`src/rtl/uart_loader.sv`:
```
// Wishbone master that configures the UART, polls received bytes, packs them
// little-endian into 32-bit words and hands them downstream over valid/ready.
module uart_loader #(
  parameter logic [15:0] DIV_VALUE     = 16'd85,
  parameter logic [23:0] TIMEOUT_POLLS = 24'd0
) (
  input  logic        CLK_I,
  input  logic        RST_I,
  input  logic        start,
  input  logic [15:0] n_words,
  output logic        CYC_O,
  output logic        STB_O,
  output logic        WE_O,
  output logic [2:0]  ADR_O,
  output logic [31:0] DAT_O,
  input  logic [31:0] DAT_I,
  input  logic        ACK_I,
  output logic        word_valid,
  output logic [31:0] word_data,
  output logic [15:0] word_index,
  input  logic        word_ready,
  output logic        busy,
  output logic        done,
  output logic        error
);

  localparam logic [2:0] S_IDLE   = 3'd0;
  localparam logic [2:0] S_CFGDIV = 3'd1;
  localparam logic [2:0] S_CFGRX  = 3'd2;
  localparam logic [2:0] S_POLL   = 3'd3;
  localparam logic [2:0] S_EMIT   = 3'd4;
  localparam logic [2:0] S_RXOFF  = 3'd5;
  localparam logic [2:0] S_DONE   = 3'd6;

  logic [2:0]  state;
  logic [15:0] nw;
  logic [1:0]  bcnt;
  logic [23:0] tcnt;
  logic        unused_bits;

  assign unused_bits = &{1'b0, DAT_I[30:8]};
  assign STB_O       = CYC_O;
  assign word_valid  = (state == S_EMIT);

  // {WE, ADR, DAT} of the single transaction each bus state performs
  function automatic logic [35:0] req_of(input logic [2:0] s);
    case (s)
      S_CFGDIV: return {1'b1, 3'd6, 16'd0, DIV_VALUE};
      S_CFGRX:  return {1'b1, 3'd3, 32'd1};
      S_POLL:   return {1'b0, 3'd1, 32'd0};
      default:  return {1'b1, 3'd3, 32'd0};
    endcase
  endfunction

  always_ff @(posedge CLK_I) begin
    if (RST_I) begin
      state      <= S_IDLE;
      CYC_O      <= 1'b0;
      WE_O       <= 1'b0;
      ADR_O      <= 3'd0;
      DAT_O      <= 32'd0;
      word_data  <= 32'd0;
      word_index <= 16'd0;
      nw         <= 16'd0;
      bcnt       <= 2'd0;
      tcnt       <= 24'd0;
      busy       <= 1'b0;
      done       <= 1'b0;
      error      <= 1'b0;
    end else begin
      done <= 1'b0;
      case (state)
        S_IDLE: if (start) begin
          busy  <= 1'b1;
          error <= 1'b0;
          if (n_words != 16'd0) begin
            nw         <= n_words;
            bcnt       <= 2'd0;
            tcnt       <= 24'd0;
            word_index <= 16'd0;
            state      <= S_CFGDIV;
            CYC_O      <= 1'b1;
            {WE_O, ADR_O, DAT_O} <= req_of(S_CFGDIV);
          end else begin
            done  <= 1'b1;
            state <= S_DONE;
          end
        end
        S_CFGDIV, S_CFGRX, S_POLL, S_RXOFF: begin
          if (!CYC_O) begin
            // previous cycle had CYC_O low, which provides the inter-transaction gap
            CYC_O <= 1'b1;
            {WE_O, ADR_O, DAT_O} <= req_of(state);
          end else if (ACK_I) begin
            CYC_O <= 1'b0;
            {WE_O, ADR_O, DAT_O} <= 36'd0;
            case (state)
              S_CFGDIV: state <= S_CFGRX;
              S_CFGRX:  state <= S_POLL;
              S_POLL: begin
                if (DAT_I[31]) begin
                  tcnt <= tcnt + 24'd1;
                  if (TIMEOUT_POLLS != 24'd0 && tcnt + 24'd1 == TIMEOUT_POLLS) begin
                    error <= 1'b1;
                    state <= S_RXOFF;
                  end
                end else begin
                  tcnt <= 24'd0;
                  word_data[{bcnt, 3'b000} +: 8] <= DAT_I[7:0];
                  bcnt <= bcnt + 2'd1;
                  if (bcnt == 2'd3) state <= S_EMIT;
                end
              end
              S_RXOFF: begin
                done  <= 1'b1;
                state <= S_DONE;
              end
              default: ;
            endcase
          end
        end
        S_EMIT: if (word_ready) begin
          // the next request goes out immediately; the bus has been idle since the last ACK
          CYC_O <= 1'b1;
          if (word_index == nw - 16'd1) begin
            state <= S_RXOFF;
            {WE_O, ADR_O, DAT_O} <= req_of(S_RXOFF);
          end else begin
            word_index <= word_index + 16'd1;
            state      <= S_POLL;
            {WE_O, ADR_O, DAT_O} <= req_of(S_POLL);
          end
        end
        S_DONE: begin
          busy  <= 1'b0;
          state <= S_IDLE;
        end
        default: state <= S_IDLE;
      endcase
    end
  end

endmodule

```
`config.mk`:
```
export PLATFORM = sky130hd
export DESIGN_NAME = uart_loader
export DESIGN_NICKNAME = d
export VERILOG_FILES = /design/src/rtl/uart_loader.sv
export SDC_FILE = /design/constraint.sdc
export NUM_CORES = 1
export LEC_CHECK = 0
export CAP_MARGIN = 20
export CORE_ASPECT_RATIO = 0.7
export CORE_UTILIZATION = 25
export CTS_CLUSTER_DIAMETER = 40
export DETAILED_ROUTE_END_ITERATION = 7
export PLACE_DENSITY = 0.52
export SLEW_MARGIN = 20
export SYNTH_ARGS = -nofsm -noshare
export SYNTH_HDL_FRONTEND = slang
export SYNTH_SLANG_ARGS = --single-unit
export TNS_END_PERCENT = 10
```
`constraint.sdc`:
```
create_clock -name CLK_I -period 2.8 [get_ports CLK_I]
set_clock_uncertainty 0.2 [all_clocks]
set_input_delay 0.56 -clock CLK_I [delete_from_list [all_inputs] [get_ports CLK_I]]
set_output_delay 0.56 -clock CLK_I [all_outputs]
set_load 0.05 [all_outputs]
```
After elaboration in Yosys (flattened, before gate mapping)
Cells that the tools add are included.
- word-level logic and storage cells: 109
- register bits after elaboration: 108
- output and inout port bits: 90
- eq/ne operators: 20
- reduce and logical (&&, ||, !) cells: 15
- muxes and demuxes: 56
- bitwise gates (word level): 1
- shift-type cells: 2
- add/sub/neg operators: 4
- operator list (cell ; number):
    32-bit 2-to-1 mux ; 5
    36-bit one-hot mux with 3 select lines ; 1
    32-bit one-hot mux with 3 select lines ; 1
    16-bit 2-to-1 mux ; 4
    3-bit 2-to-1 mux ; 13
    32-bit bitwise mux ; 1
    16-bit one-hot mux with 2 select lines ; 1
    8-bit by 7-bit variable shift with 32-bit output, first input constant ; 1
    8-bit by 7-bit variable part select with 32-bit output ; 1
    3-bit one-hot mux with 3 select lines ; 2
    16-bit by 1-bit adder with 16-bit output, second input constant ; 1
    16-bit == test ; 1
    16-bit nonzero test ; 1
    16-bit by 1-bit subtractor with 16-bit output, second input constant ; 1
    1-bit 2-to-1 mux ; 15
    5-bit AND reduction ; 3
    2-bit 2-to-1 mux ; 7
    2-bit != test, second input constant ; 7
    7-bit AND reduction ; 2
    3-bit one-hot mux with 4 select lines ; 1
    3-bit == test, second input constant ; 3
    3-bit != test, second input constant ; 3
    5-bit negator with 7-bit output ; 1
    3-bit by 2-bit == test with 1-bit output, second input constant ; 2
    other kinds (16) ; 20

Depth between registers and ports, before layout
Gate-level depths: netlist (run 1).
- depth in word-level cells: 7
- mapped depth: 12

Least setup slack after synthesis (run 1)
OpenSTA, ideal clock, no wires.
- path type: flip-flop to flip-flop
- from: register word_index[8]
- to: register word_index[0]
- path slack: -0.234 ns
- required time: 2.472 ns
- library setup time: 0.128 ns
- buffers on the path: 2
- arrival: 2.707 ns
- stages on the path, launching flop included: 11
- path through: dfxtp_1 xnor3_1 nand4_1 a211o_2 a221oi_1 nand4_2 a31oi_4 buf_6 buf_12 mux2i_1 nor2_1
- word-level cells in the longest chain between the ends: 3
- RTL lines (item ; line ; RTL):
    start, declared ; 20 ; output logic [15:0] word_index,
    start signal, assigned ; 129 ; word_index <= word_index + 16'd1;
    16-bit == test ; 125 ; if (word_index == nw - 16'd1) begin
    2-bit != test (no line) ; n/a ;
    5-bit AND reduction (no line) ; n/a ;
No other way between the ends.
A chain may end at the register's enable or synchronous reset.

Final worst setup path (run 1)
- from: register nw[0]
- to: register word_index[0]
- word-level cells in the longest chain between the ends: 4
- RTL lines (item ; line ; RTL):
    start, declared ; 36 ; logic [15:0] nw;
    start signal, assigned ; 77 ; nw <= n_words;
    16-bit by 1-bit subtractor with 16-bit output ; 125 ;
    16-bit == test ; 125 ;
    2-bit != test (no line) ; n/a ;
    5-bit AND reduction (no line) ; n/a ;
No other way between the ends.

==> key figures, run 1 <==
Worst setup path
  • Cell-by-cell listing of the critical path: inv_2, ha_4, nor2b_4, a31oi_1, or4_1, nor4_2, nand4_2, buf_6, a31oi_4, buf_12, mux2i_1, nor2_1
  • Delay contributed by the slowest stage of the critical path: 0.42 ns
  • Timing startpoint of the critical path: nw[0]
  • Cell count of the worst reg-to-reg path: 12
  • Data required time of the worst path: 2.82 ns
  • Cell family contributing the most delay on the critical path: simple AND/OR/NAND/NOR gates
  • Startpoint of the most critical register-to-register path: nw[0]
  • Crit path buf inv count: 3
  • Category of the worst setup path capture point: register
  • Worst reg2reg endpoint: word_index[0]
  • Arrival @ worst endpoint: roughly 2.7 ns
  • Category of the worst setup path launch point: register
  • Reg2Reg Setup Slack: roughly 0.087 ns
  • Cell with the biggest individual delay on the critical path: or4_1
  • Maximum fanout along the worst path: 27
  • Critical path class: register to register

Cells and area
  • Synth-to-Final Area Change: 43.03%
  • Commonest non-fill, non-tap cell in the layout: nand2_1
  • Number of standard cells in the layout, taps in and fillers out: between 800 and 900
  • Cell area after layout: 5909 um^2
  • Number of nets in the finished design: between 700 and 800
  • Fraction of layout cells with a size suffix above 1: between 15 and 20%
  • Filler cells: approximately 1.6k
  • Layout Utilization: between 30% and 40%
  • Most used cells in the layout excluding fill and tap cells: nand2_1 (96), clkdlybuf4s50_1 (88), a21oi_1 (81)

Route
  • Via total after detailed routing: 4144
  • Post-route antenna net violation count: 0
  • Total detailed-routing wirelength: 12.79 mm
  • Drt drc: 0
  • Number of iterations in the first detailed-routing pass: 4
  • Detail-routed via count per cell: 4.731
  • Violation count after the first detailed-routing iteration: ~270
  • Drt wl/cell: approximately 15 um

Global route
  • Routing usage on met3: 3.626%
  • First-pass GRT wire length: 20.12 mm
  • Fraction of met1 tracks used by global routing: between 20 and 25%
  • Via count of the first global-routing pass: 3916
  • Maximum number of pins on one net before global-route repair: 31
  • Global routing's busiest layer: met1
  • Aggregate global routing overflow: 0
  • GRT Overall Usage: between 10% and 20%
  • Initial antenna violation count: 1
  • Met2 Resource Use GR: between 20% and 30%

Logic synthesis
  • Share of the synthesized area in the top cell type: a little under two fifths
  • Count of flip-flops with a built-in enable after synthesis: 0
  • Library cell with the largest summed area after synthesis: dfxtp_1
  • Count of synthesis-stage warnings from yosys: 0
  • Cells taking the most area after synthesis: dfxtp_1 (37%), a21oi_1 (9.8%), nand2_1 (8.8%)
  • Share of flip-flops with an asynchronous set or reset after synthesis: 0%
  • Post-synth design cell area: approximately 4100 um^2
  • Synthesized netlist cell count: between 500 and 600
  • Share of synthesized area occupied by flip-flops and latches: 36.83%
  • Avg Inst Size Synth: ~7.9 um^2
  • Number of register bits inferred by synthesis: between 70 and 80
  • Predominant post-synthesis flop cell: dfxtp_1
  • Count of unique library cells instantiated by Yosys: 58

Floorplanning
  • Number of top-level pins: around 140
  • Total number of placement rows: 38
  • Overall die width: roughly 160 um
  • Die area: between 15000 and 20000 um^2
  • Core region area: around 16000 um^2
  • Starting utilization of the core area: between 20% and 30%
  • Die Y-Extent: 109.6 um

Timing
  • Timing-limited maximum frequency: 368.5 MHz
  • Number of setup violations in the final report: 0
  • Shortest period the worst path allows: 2.713 ns
  • Slew margin rel.: 63.10%
  • Pins Over Slew Limit: 0
  • Total negative slack for setup checks: 0 ns
  • Final count of hold timing violations: 0
  • Unrepaired setup endpoints after global routing: true
  • Period utilisation layout: 96.91%
  • Worst Max-Slew Pin Slew: ~0.55 ns

Clock network
  • H-Tree Depth: 3
  • Clock latency at the later pin of the worst-skew pair: approximately 0.33 ns
  • Count of clock tree sinks: 76
  • Hold buffers post-CTS: 0
  • Total clock buffers created by CTS: 9
  • Clock Tree Root: clkbuf_16
  • Clock tree from TritonCTS: done
  • Number of buffers on the longest clock path: 2
  • Clk slew on worst S/H paths: around 0.060 ns

Min path
  • Hold Path Origin: word_data[28]
  • Classification of the worst-slack hold path: register to register
  • Number of instances on the worst hold path: 2
  • Worst-case hold path end point: word_data[28]

Job
  • Maxcap violations: 0

Power and ir drop
  • Static Leakage: approximately 0.0021 uW
  • Total power consumption of the routed design: ~3500 uW
  • Worst VDD drop: roughly 0.00029 V
  • Power per Cell Area: approximately 600 nW/um^2

Placement
  • Weighted congestion reported at the end of routability-driven placement: a little under 0.9
  • PortBufs: 90
  • Inst Count DP: 857
  • HPWL after detailed placement: 9.775 mm
  • Total placed instance area: around 5500 um^2

Status
  • Run status: finished, final reports clean
-- power by group --
part / internal, uW / switching (uW)
clock network: 919 / 459
registers: 1130 / 63.4
logic: 368 / 569
total: 2410 / 1090
-- what timing repair did --
| action | in CTS | in global routing |
|---|---|---|
| setup buffers | 0 | 2 |
| setup endpoints to repair | 4 | 20 |
| endpoints found under the hold margin | 0 | 0 |
| pin swaps | 0 | 4 |
| resized for setup | 2 | 16 |
-- routing by layer --
| metal | wire [um] | part of all wire [%] |
|---|---|---|
| met5 | 0 | 0 |
| met2 | 5356 | 42 |
| met1 | 6585 | 51 |
| met4 | 142 | 1.1 |
| met3 | 707 | 5.5 |
-- logic make-up after synthesis --
| logic type | count (synthesis) | share of synthesized area [%] |
|---|---|---|
| and+or+nand+nor | 223 | 27.80 |
| AOI/OAI and AO/OA | 126 | 17.26 |
| DFF | 76 | 36.83 |
| buffers and inverters | 67 | 9.873 |
| xor gates and xnor gates | 20 | 4.573 |
| adders and majority gates | 7 | 2.120 |
| muxes | 6 | 1.454 |
| other | 1 | 0.09077 |
-- synth_stat cells (all sizes together), types with 3 or more instances --
master and n:
a21oi 81, a31oi 4, and2 7, and3 4
and4 3, buf 37, clkbuf 17, dfxtp 76
ha 7, inv 12, mux2i 6, nand2 97
nand3 37, nand3b 4, nand4 7, nor2 18
nor3 8, nor3b 3, nor4 11, o21ai 22
or3 13, xnor2 11, xor2 8
-- flip-flops by register name (all words and copies together), names as in the netlist --
signal and cells:
word_data 32, nw 16, word_index 16, state 3, ADR_O 2, DAT_O 2, bcnt 2, CYC_O 1
busy 1, done 1
-- layout make-up --
class                   count  area (um^2)  share of cell area (%)
inverters                  12        45.04                  0.7622
flip-flops and latches     76         1526                   25.83
diodes                      1        2.502                 0.04235
multi-input cells         411         2399                   40.59
repair buffers            140         1310                   22.17
well taps                 220        275.3                   4.658
clock buffers              12        256.5                   4.340
clock inverters             4        95.09                   1.609
-- worst max path at each step --
stage	end	slack [ns]	depth (start not counted)
after global routing	word_index[0]	-0.1	12
after CTS	ADR_O[0]	0.009	9
after floorplan	word_index[0]	0.02	12
final	word_index[0]	0.09	12
after global placement	DAT_O[4]	-0.33	9
after detailed placement	ADR_O[0]	-0.33	9
-- per-stage QoR --
stage               hold WS (ns)  setup WS (ns)
finish                    0.2534        0.08657
global route              0.2694       -0.09971
CTS                       0.2578       0.008523
detailed placement        0.2494        -0.3333
global placement          0.2389        -0.3313
floorplan                 0.2478        0.01747
-- tightest hold or removal path, delay by kind of cell, from the launching register on --
| kind | cells | cell delay (ns) |
|---|---|---|
| DFF | 1 | 0.31 |
| and+or+nand+nor | 1 | 0.05 |
| AOI/OAI and AO/OA | 1 | 0.05 |
Power figures use the tool's default switching activity.
==> run 2, diff against run 1 <==
--- a/config.mk
+++ b/config.mk
@@ -11,6 +11,7 @@
 export CTS_CLUSTER_DIAMETER = 40
 export DETAILED_ROUTE_END_ITERATION = 7
 export PLACE_DENSITY = 0.52
+export SKIP_CTS_REPAIR_TIMING = 1
 export SLEW_MARGIN = 20
 export SYNTH_ARGS = -nofsm -noshare
 export SYNTH_HDL_FRONTEND = slang
==> run 2 against run 1 <==
Effect of this change:
- largest cell class unchanged
- worst setup slack improved by 0.017 ns
- final area barely moved
- register-to-register slack improved by 0.02 ns
- power barely moved
- utilization barely moved
- critical path type unchanged
- first-iteration DRC count rose by 6.7%
- sequential power barely moved
- critical endpoint is now word_index[8]
- global-route usage barely moved
- non-clock buffer count fell by 1
- largest power group unchanged
- count of clock-buffer cells in the layout did not move
- highest routed layer unchanged
- clock power barely moved
==> key figures, run 2 (synthesized netlist as in run 1, its figures left out) <==
Power and ir drop
  • Combinational group share of total power: 26.8% (about the same)
  • Power per Cell Area: 593.9 nW/um^2 (about the same)
  • Worst VDD drop: 0.0002950 V (about the same)
  • Int Power: 2415 uW (about the same)
  • Flop pwr share: 34.0% (about the same)
  • Share of power burned in the clock network: 39.3% (about the same)
  • Power dissipated by switching net loads: 1094 uW (+0.14%)
  • Sw frac: 31.17% (about the same)
  • Static Leakage: 0.002144 uW (-0.14%)
  • Total power consumption of the routed design: 3509 uW (about the same)

Route
  • Drt drc: 0 (unchanged)
  • Via total after detailed routing: 4106 (-0.92%)
  • Post-route antenna net violation count: 0 (unchanged)
  • Number of iterations in the first detailed-routing pass: 4 (unchanged)
  • Violation count after the first detailed-routing iteration: 286 (+6.7%)
  • Drt wl/cell: 14.69 um (+0.58%)
  • Detail-routed via count per cell: 4.693 (-0.80%)
  • Total detailed-routing wirelength: 12.85 mm (+0.47%)

Floorplanning
  • Number of top-level pins: 143 (unchanged)
  • Core region area: 15830 um^2 (unchanged)
  • Starting utilization of the core area: 26.09% (unchanged)
  • Die Y-Extent: 109.6 um (unchanged)
  • Die area: 17050 um^2 (unchanged)
  • Total number of placement rows: 38 (unchanged)
  • Overall die width: 155.7 um (unchanged)

Cells and area
  • Number of flip-flops in the largest register: 32 (unchanged)
  • Number of nets in the finished design: 709 (-0.14%)
  • Synth-to-Final Area Change: 43.00% (about the same)
  • Reg with most FFs: word_data
  • Layout Utilization: 37.32% (about the same)
  • Most used cells in the layout excluding fill and tap cells: nand2_1 (97), clkdlybuf4s50_1 (88), a21oi_1 (81)
  • Largest registers in the final layout: word_data (32), nw (16), word_index (16)
  • Fraction of layout cells with a size suffix above 1: 16.51% (-0.28 points)
  • Commonest non-fill, non-tap cell in the layout: nand2_1

Worst setup path
  • Cell count of the worst reg-to-reg path: 10 (-2)
  • Timing startpoint of the critical path: nw[3]
  • Arrival @ worst endpoint: 2.76 ns (+0.02 ns)
  • Maximum fanout along the worst path: 27 (unchanged)
  • Startpoint of the most critical register-to-register path: nw[3]
  • Critical path class: register to register
  • Reg2Reg Setup Slack: 0.10 ns (+0.02 ns)
  • Category of the worst setup path launch point: register
  • Cell family contributing the most delay on the critical path: simple AND/OR/NAND/NOR gates
  • Data required time of the worst path: 2.86 ns (+0.04 ns)
  • Worst reg2reg endpoint: word_index[8]
  • Category of the worst setup path capture point: register
  • Cell-by-cell listing of the critical path: nor4_4, nand4_1, xnor2_2, nor4_2, nand4_2, buf_6, a31oi_4, buf_12, or3_2, a21oi_1
  • Delay contributed by the slowest stage of the critical path: 0.47 ns (+0.05 ns)
  • Cell with the biggest individual delay on the critical path: nor4_4
  • Crit path buf inv count: 2 (-1)

Global route
  • Aggregate global routing overflow: 0 (unchanged)
  • First-pass GRT wire length: 20.07 mm (-0.24%)
  • GRT Overall Usage: 15.16% (-0.043 points)
  • Via count of the first global-routing pass: 3914 (-0.051%)
  • Maximum number of pins on one net before global-route repair: 31 (unchanged)
  • Initial antenna violation count: 1 (unchanged)

Timing
  • Final count of hold timing violations: 0 (unchanged)
  • Final setup slack of the worst path: 0.1032 ns (+0.01662 ns)
  • Unrepaired setup endpoints after global routing: true
  • Total negative slack for setup checks: 0 ns (unchanged)
  • Worst Max-Slew Pin Slew: 0.5527 ns (+0.0008999 ns)
  • Slew margin rel.: 63.04% (about the same)
  • Shortest period the worst path allows: 2.697 ns (-0.01662 ns)
  • Period utilisation layout: 96.31% (-0.59 points)
  • Number of setup violations in the final report: 0 (unchanged)
  • Worst slack on hold paths: 0.2533 ns (-0.0001060 ns)
  • Pins Over Slew Limit: 0 (unchanged)
  • Timing-limited maximum frequency: 370.8 MHz (+0.62%)

Clock network
  • Total clock buffers created by CTS: 9 (unchanged)
  • Number of buffers on the longest clock path: 2 (unchanged)
  • Count of clock tree sinks: 76 (unchanged)
  • H-Tree Depth: 3 (unchanged)
  • Clock Tree Root: clkbuf_16
  • Clk slew on worst S/H paths: 0.06 ns (about the same)
  • Clock latency at the later pin of the worst-skew pair: 0.33 ns (about the same)
  • Clock tree from TritonCTS: done

Job
  • Maxcap violations: 0 (unchanged)

Status
  • Run status: finished, final reports clean

Min path
  • Hold Path Origin: word_data[28]
  • Number of instances on the worst hold path: 2 (unchanged)
  • Classification of the worst-slack hold path: register to register
  • Worst-case hold path end point: word_data[28]

Placement
  • Weighted congestion reported at the end of routability-driven placement: 0.8699 (unchanged)
  • Post-placement worst setup slack: -0.3333 ns (unchanged)
  • PortBufs: 90 (unchanged)
  • HPWL after detailed placement: 9.775 mm (unchanged)
==> run 2: layout make-up <==
| type | count | area (um^2) |
|---|---|---|
| timing repair buffer | 139 | 1303 |
| clock inverter | 4 | 95.09 |
| tap | 220 | 275.3 |
| clock buffer | 12 | 256.5 |
| antenna | 1 | 2.502 |
| multi-input combinational | 411 | 2405 |
| fill | 1617 | 9925 |
| inverter | 12 | 45.04 |
| sequential | 76 | 1526 |
==> run 2: how the worst max path moves through the flow <==
| stage | endpoint | cells after the start |
|---|---|---|
| floorplan | word_index[0] | 12 |
| global placement | DAT_O[4] | 9 |
| detailed placement | ADR_O[0] | 9 |
| CTS | word_index[0] | 12 |
| global route | word_index[0] | 12 |
| finish | word_index[8] | 10 |
==> run 2: through the flow <==
step,cell area [um^2],instances
final,5908,875
after global routing,5906,874
after floorplan,4248,554
after CTS,5803,873
after detailed placement,5451,857
after global placement,5451,857
==> run 2: tightest hold or removal path: cells and delay by family, from the launching register on <==
kind / cells / cell delay [ns]
AOI/OAI and AO/OA: 1 / 0.05
DFF: 1 / 0.31
and+or+nand+nor: 1 / 0.05
==> run 2: metal layers <==
layer  vias up  GRT usage [%]  wire length [um]
met5         -              0                 0
met4         0          4.062               142
met3        12          3.626               662
met2       109          21.65              5342
met1      1950          22.39              6704
li1       2035              -                 -
==> run 2: power by group through the flow <==
| stage | registers (uW) | clock network (uW) | logic [uW] |
|---|---|---|---|
| after floorplan | 1250 | 0 | 607 |
| after global placement | 1210 | 0 | 881 |
| after detailed placement | 1210 | 0 | 893 |
| after CTS | 1190 | 1410 | 897 |
| after global routing | 1200 | 1460 | 1010 |
| final | 1190 | 1380 | 939 |
==> run 3, diff against run 2 <==
--- a/config.mk
+++ b/config.mk
@@ -10,10 +10,11 @@
 export CORE_UTILIZATION = 25
 export CTS_CLUSTER_DIAMETER = 40
 export DETAILED_ROUTE_END_ITERATION = 7
+export GPL_TIMING_DRIVEN = 0
 export PLACE_DENSITY = 0.52
 export SKIP_CTS_REPAIR_TIMING = 1
 export SLEW_MARGIN = 20
 export SYNTH_ARGS = -nofsm -noshare
 export SYNTH_HDL_FRONTEND = slang
 export SYNTH_SLANG_ARGS = --single-unit
-export TNS_END_PERCENT = 10
+export TNS_END_PERCENT = 1
==> run 3 against run 2 <==
Effect of this change:
- the flow now finishes with violations (setup timing)
- first-iteration DRC count is 34% higher
- power decreased by 3.9%
- final area is 1.2% higher
- utilization grew 0.45 points
- maximum frequency is 14% lower
- critical path depth grew 2
- die area stayed put
- register-to-register slack worse by 0.44 ns
- worst hold slack worse by 0.0019 ns
- non-clock buffer count increased by 18
- worst setup slack lost 0.44 ns
- largest cell class unchanged
==> key figures, run 3 (synthesized netlist as in run 1, its figures left out) <==
Status
  • Run status: finished with violations
  • Failing checks: setup timing

Clock network
  • H-Tree Depth: 3 (unchanged)
  • Clock latency at the later pin of the worst-skew pair: 0.33 ns (about the same)
  • Clk slew on worst S/H paths: 0.06 ns (about the same)
  • Number of buffers on the longest clock path: 2 (unchanged)
  • Clock tree from TritonCTS: done
  • Count of clock tree sinks: 76 (unchanged)
  • Clock Tree Root: clkbuf_16
  • Total clock buffers created by CTS: 9 (unchanged)

Cells and area
  • Filler cells: 1605 (-0.74%)
  • Most used cells in the layout excluding fill and tap cells: nand2_1 (95), clkdlybuf4s50_1 (88), a21oi_1 (80)
  • Layout Utilization: 37.77% (+0.45 points)
  • Ant diodes: 0 (-1)
  • Reg with most FFs: word_data
  • Fraction of layout cells with a size suffix above 1: 16.67% (+0.15 points)
  • Largest registers in the final layout: word_data (32), nw (16), word_index (16)
  • Synth-to-Final Area Change: 44.73%
  • Number of flip-flops in the largest register: 32 (unchanged)
  • Number of nets in the finished design: 727 (+2.5%)
  • Number of standard cells in the layout, taps in and fillers out: 892 (+1.9%)
  • Commonest non-fill, non-tap cell in the layout: nand2_1

Placement
  • Weighted congestion reported at the end of routability-driven placement: 0.8879 (+2.1%)
  • Inst Count DP: 863 (+0.70%)
  • HPWL after detailed placement: 10.37 mm (+6.1%)
  • Post-placement worst setup slack: -0.6644 ns (-0.3311 ns)
  • PortBufs: 89 (-1.1%)

Timing
  • Final count of hold timing violations: 0 (unchanged)
  • Worst Max-Slew Pin Slew: 1.045 ns (+0.4927 ns)
  • Unrepaired setup endpoints after global routing: true
  • Final setup slack of the worst path: -0.3370 ns (-0.4402 ns)
  • Period utilisation layout: 112.0% (+16 points)
  • Total negative slack for setup checks: -4.271 ns (-4.271 ns)
  • Pins Over Slew Limit: 0 (unchanged)
  • Shortest period the worst path allows: 3.137 ns (+0.4402 ns)
  • Number of setup violations in the final report: 16 (+16)
  • Timing-limited maximum frequency: 318.8 MHz (-14%)
  • Slew margin rel.: 30.16% (-33 points)

Worst setup path
  • Category of the worst setup path capture point: register
  • Cell family contributing the most delay on the critical path: simple AND/OR/NAND/NOR gates
  • Cell-by-cell listing of the critical path: inv_4, ha_4, nor2b_4, a31oi_1, or4_4, nor4_4, nand4_4, a31oi_4, buf_6, buf_12, mux2i_1, nor2_1
  • Critical path class: register to register
  • Crit path buf inv count: 3 (+1)
  • Data required time of the worst path: 2.80 ns (-0.06 ns)
  • Cell count of the worst reg-to-reg path: 12 (+2)
  • Arrival @ worst endpoint: 3.14 ns (+0.38 ns)
  • Critical path endpoint: word_index[0]
  • Maximum fanout along the worst path: 8 (-70%)
  • Startpoint of the most critical register-to-register path: nw[1]
  • Cell with the biggest individual delay on the critical path: or4_4
  • Worst path depth: 12 (+2)
  • Reg2Reg Setup Slack: -0.34 ns (-0.44 ns)
  • Category of the worst setup path launch point: register
  • Delay contributed by the slowest stage of the critical path: 0.55 ns (+0.08 ns)
  • Worst reg2reg endpoint: word_index[0]
  • Timing startpoint of the critical path: nw[1]

Power and ir drop
  • Int Power: 2255 uW (-6.6%)
  • Sw frac: 33.12% (+2.0 points)
  • Power per Cell Area: 563.8 nW/um^2 (-5.1%)
  • Flop pwr share: 35.5% (+1.5 points)
  • Share of power burned in the clock network: 35.1% (-4.2 points)
  • Power dissipated by switching net loads: 1117 uW (+2.1%)
  • Worst VDD drop: 0.0002588 V (-12%)
  • Combinational group share of total power: 29.4% (+2.6 points)
  • Static Leakage: 0.002184 uW (+1.9%)

Global route
  • Global routing's busiest layer: met1
  • GRT Overall Usage: 15.84% (+0.68 points)
  • Maximum number of pins on one net before global-route repair: 13 (-58%)
  • Fraction of met1 tracks used by global routing: 23.30% (+0.92 points)
  • Routing usage on met3: 3.981% (+0.35 points)
  • First-pass GRT wire length: 20.62 mm (+2.7%)
  • Met2 Resource Use GR: 22.87% (+1.2 points)
  • Aggregate global routing overflow: 0 (unchanged)
  • Via count of the first global-routing pass: 3781 (-3.4%)
  • Initial antenna violation count: 0 (-1)

Floorplanning
  • Number of top-level pins: 143 (unchanged)
  • Core region area: 15830 um^2 (unchanged)
  • Total number of placement rows: 38 (unchanged)
  • Starting utilization of the core area: 26.09% (unchanged)
  • Die area: 17050 um^2 (unchanged)
  • Die Y-Extent: 109.6 um (unchanged)
  • Overall die width: 155.7 um (unchanged)

Min path
  • Classification of the worst-slack hold path: register to register

Route
  • Drt wl/cell: 15.14 um (+3.1%)
  • Via total after detailed routing: 4181 (+1.8%)
  • Total detailed-routing wirelength: 13.50 mm (+5.1%)
  • Violation count after the first detailed-routing iteration: 384 (+34%)
  • Post-route antenna net violation count: 0 (unchanged)
  • Drt drc: 0 (unchanged)
  • Detail-routed via count per cell: 4.687 (-0.11%)
  • Number of iterations in the first detailed-routing pass: 5 (+1)

Job
  • Maxcap violations: 0 (unchanged)
==> run 3: final cells by class <==
cell class | instances | area [um^2] | area share, %
multi-input combinational | 411 | 2436 | 40.74
sequential | 76 | 1534 | 25.65
buffer | 55 | 364.1 | 6.089
inverter | 12 | 50.05 | 0.8370
clock inverter | 4 | 47.55 | 0.7951
timing repair buffer | 102 | 1016 | 16.99
clock buffer | 12 | 256.5 | 4.290
tap | 220 | 275.3 | 4.603
==> run 3: metrics by stage <==
step / power, uW / hold WS (ns) / area [um^2]
after floorplan: 1855 / 0.2478 / 4248
after global placement: 2084 / 0.2400 / 5414
after detailed placement: 2100 / 0.2452 / 5420
after CTS: 3288 / 0.2535 / 5724
after global routing: 3523 / 0.2749 / 5979
final: 3371 / 0.2514 / 5979
==> run 3: worst min-delay path by stage <==
stage | start | to | slack, ns | cells past startpoint
finish | word_data[0] | word_data[0] | 0.25 | 2
floorplan | nw[15] | nw[15] | 0.25 | 2
global placement | word_data[0] | word_data[0] | 0.24 | 2
detailed placement | word_data[0] | word_data[0] | 0.25 | 2
CTS | word_data[0] | word_data[0] | 0.25 | 2
global route | word_data[19] | word_data[19] | 0.27 | 2
==> run 3: layer usage <==
metal  routed length [um]  part of all wire [%]
met5                    0                     0
met4                   76                  0.56
met3                  881                   6.5
met2                 5715                    42
met1                 6829                    51
==> run 3: worst min-delay path, stage by stage (launching register included) <==
cell     delay, ns
dfxtp_1       0.31
nand2_1       0.05
a21oi_1       0.05
==> run 3: power by group through the flow <==
stage                     Clock [uW]  Sequential [uW]  Combinational (uW)
after floorplan                    0             1250                 607
after global placement             0             1210                 873
after detailed placement           0             1210                 885
after CTS                       1210             1190                 889
after global routing            1250             1200                1060
final                           1180             1200                 992
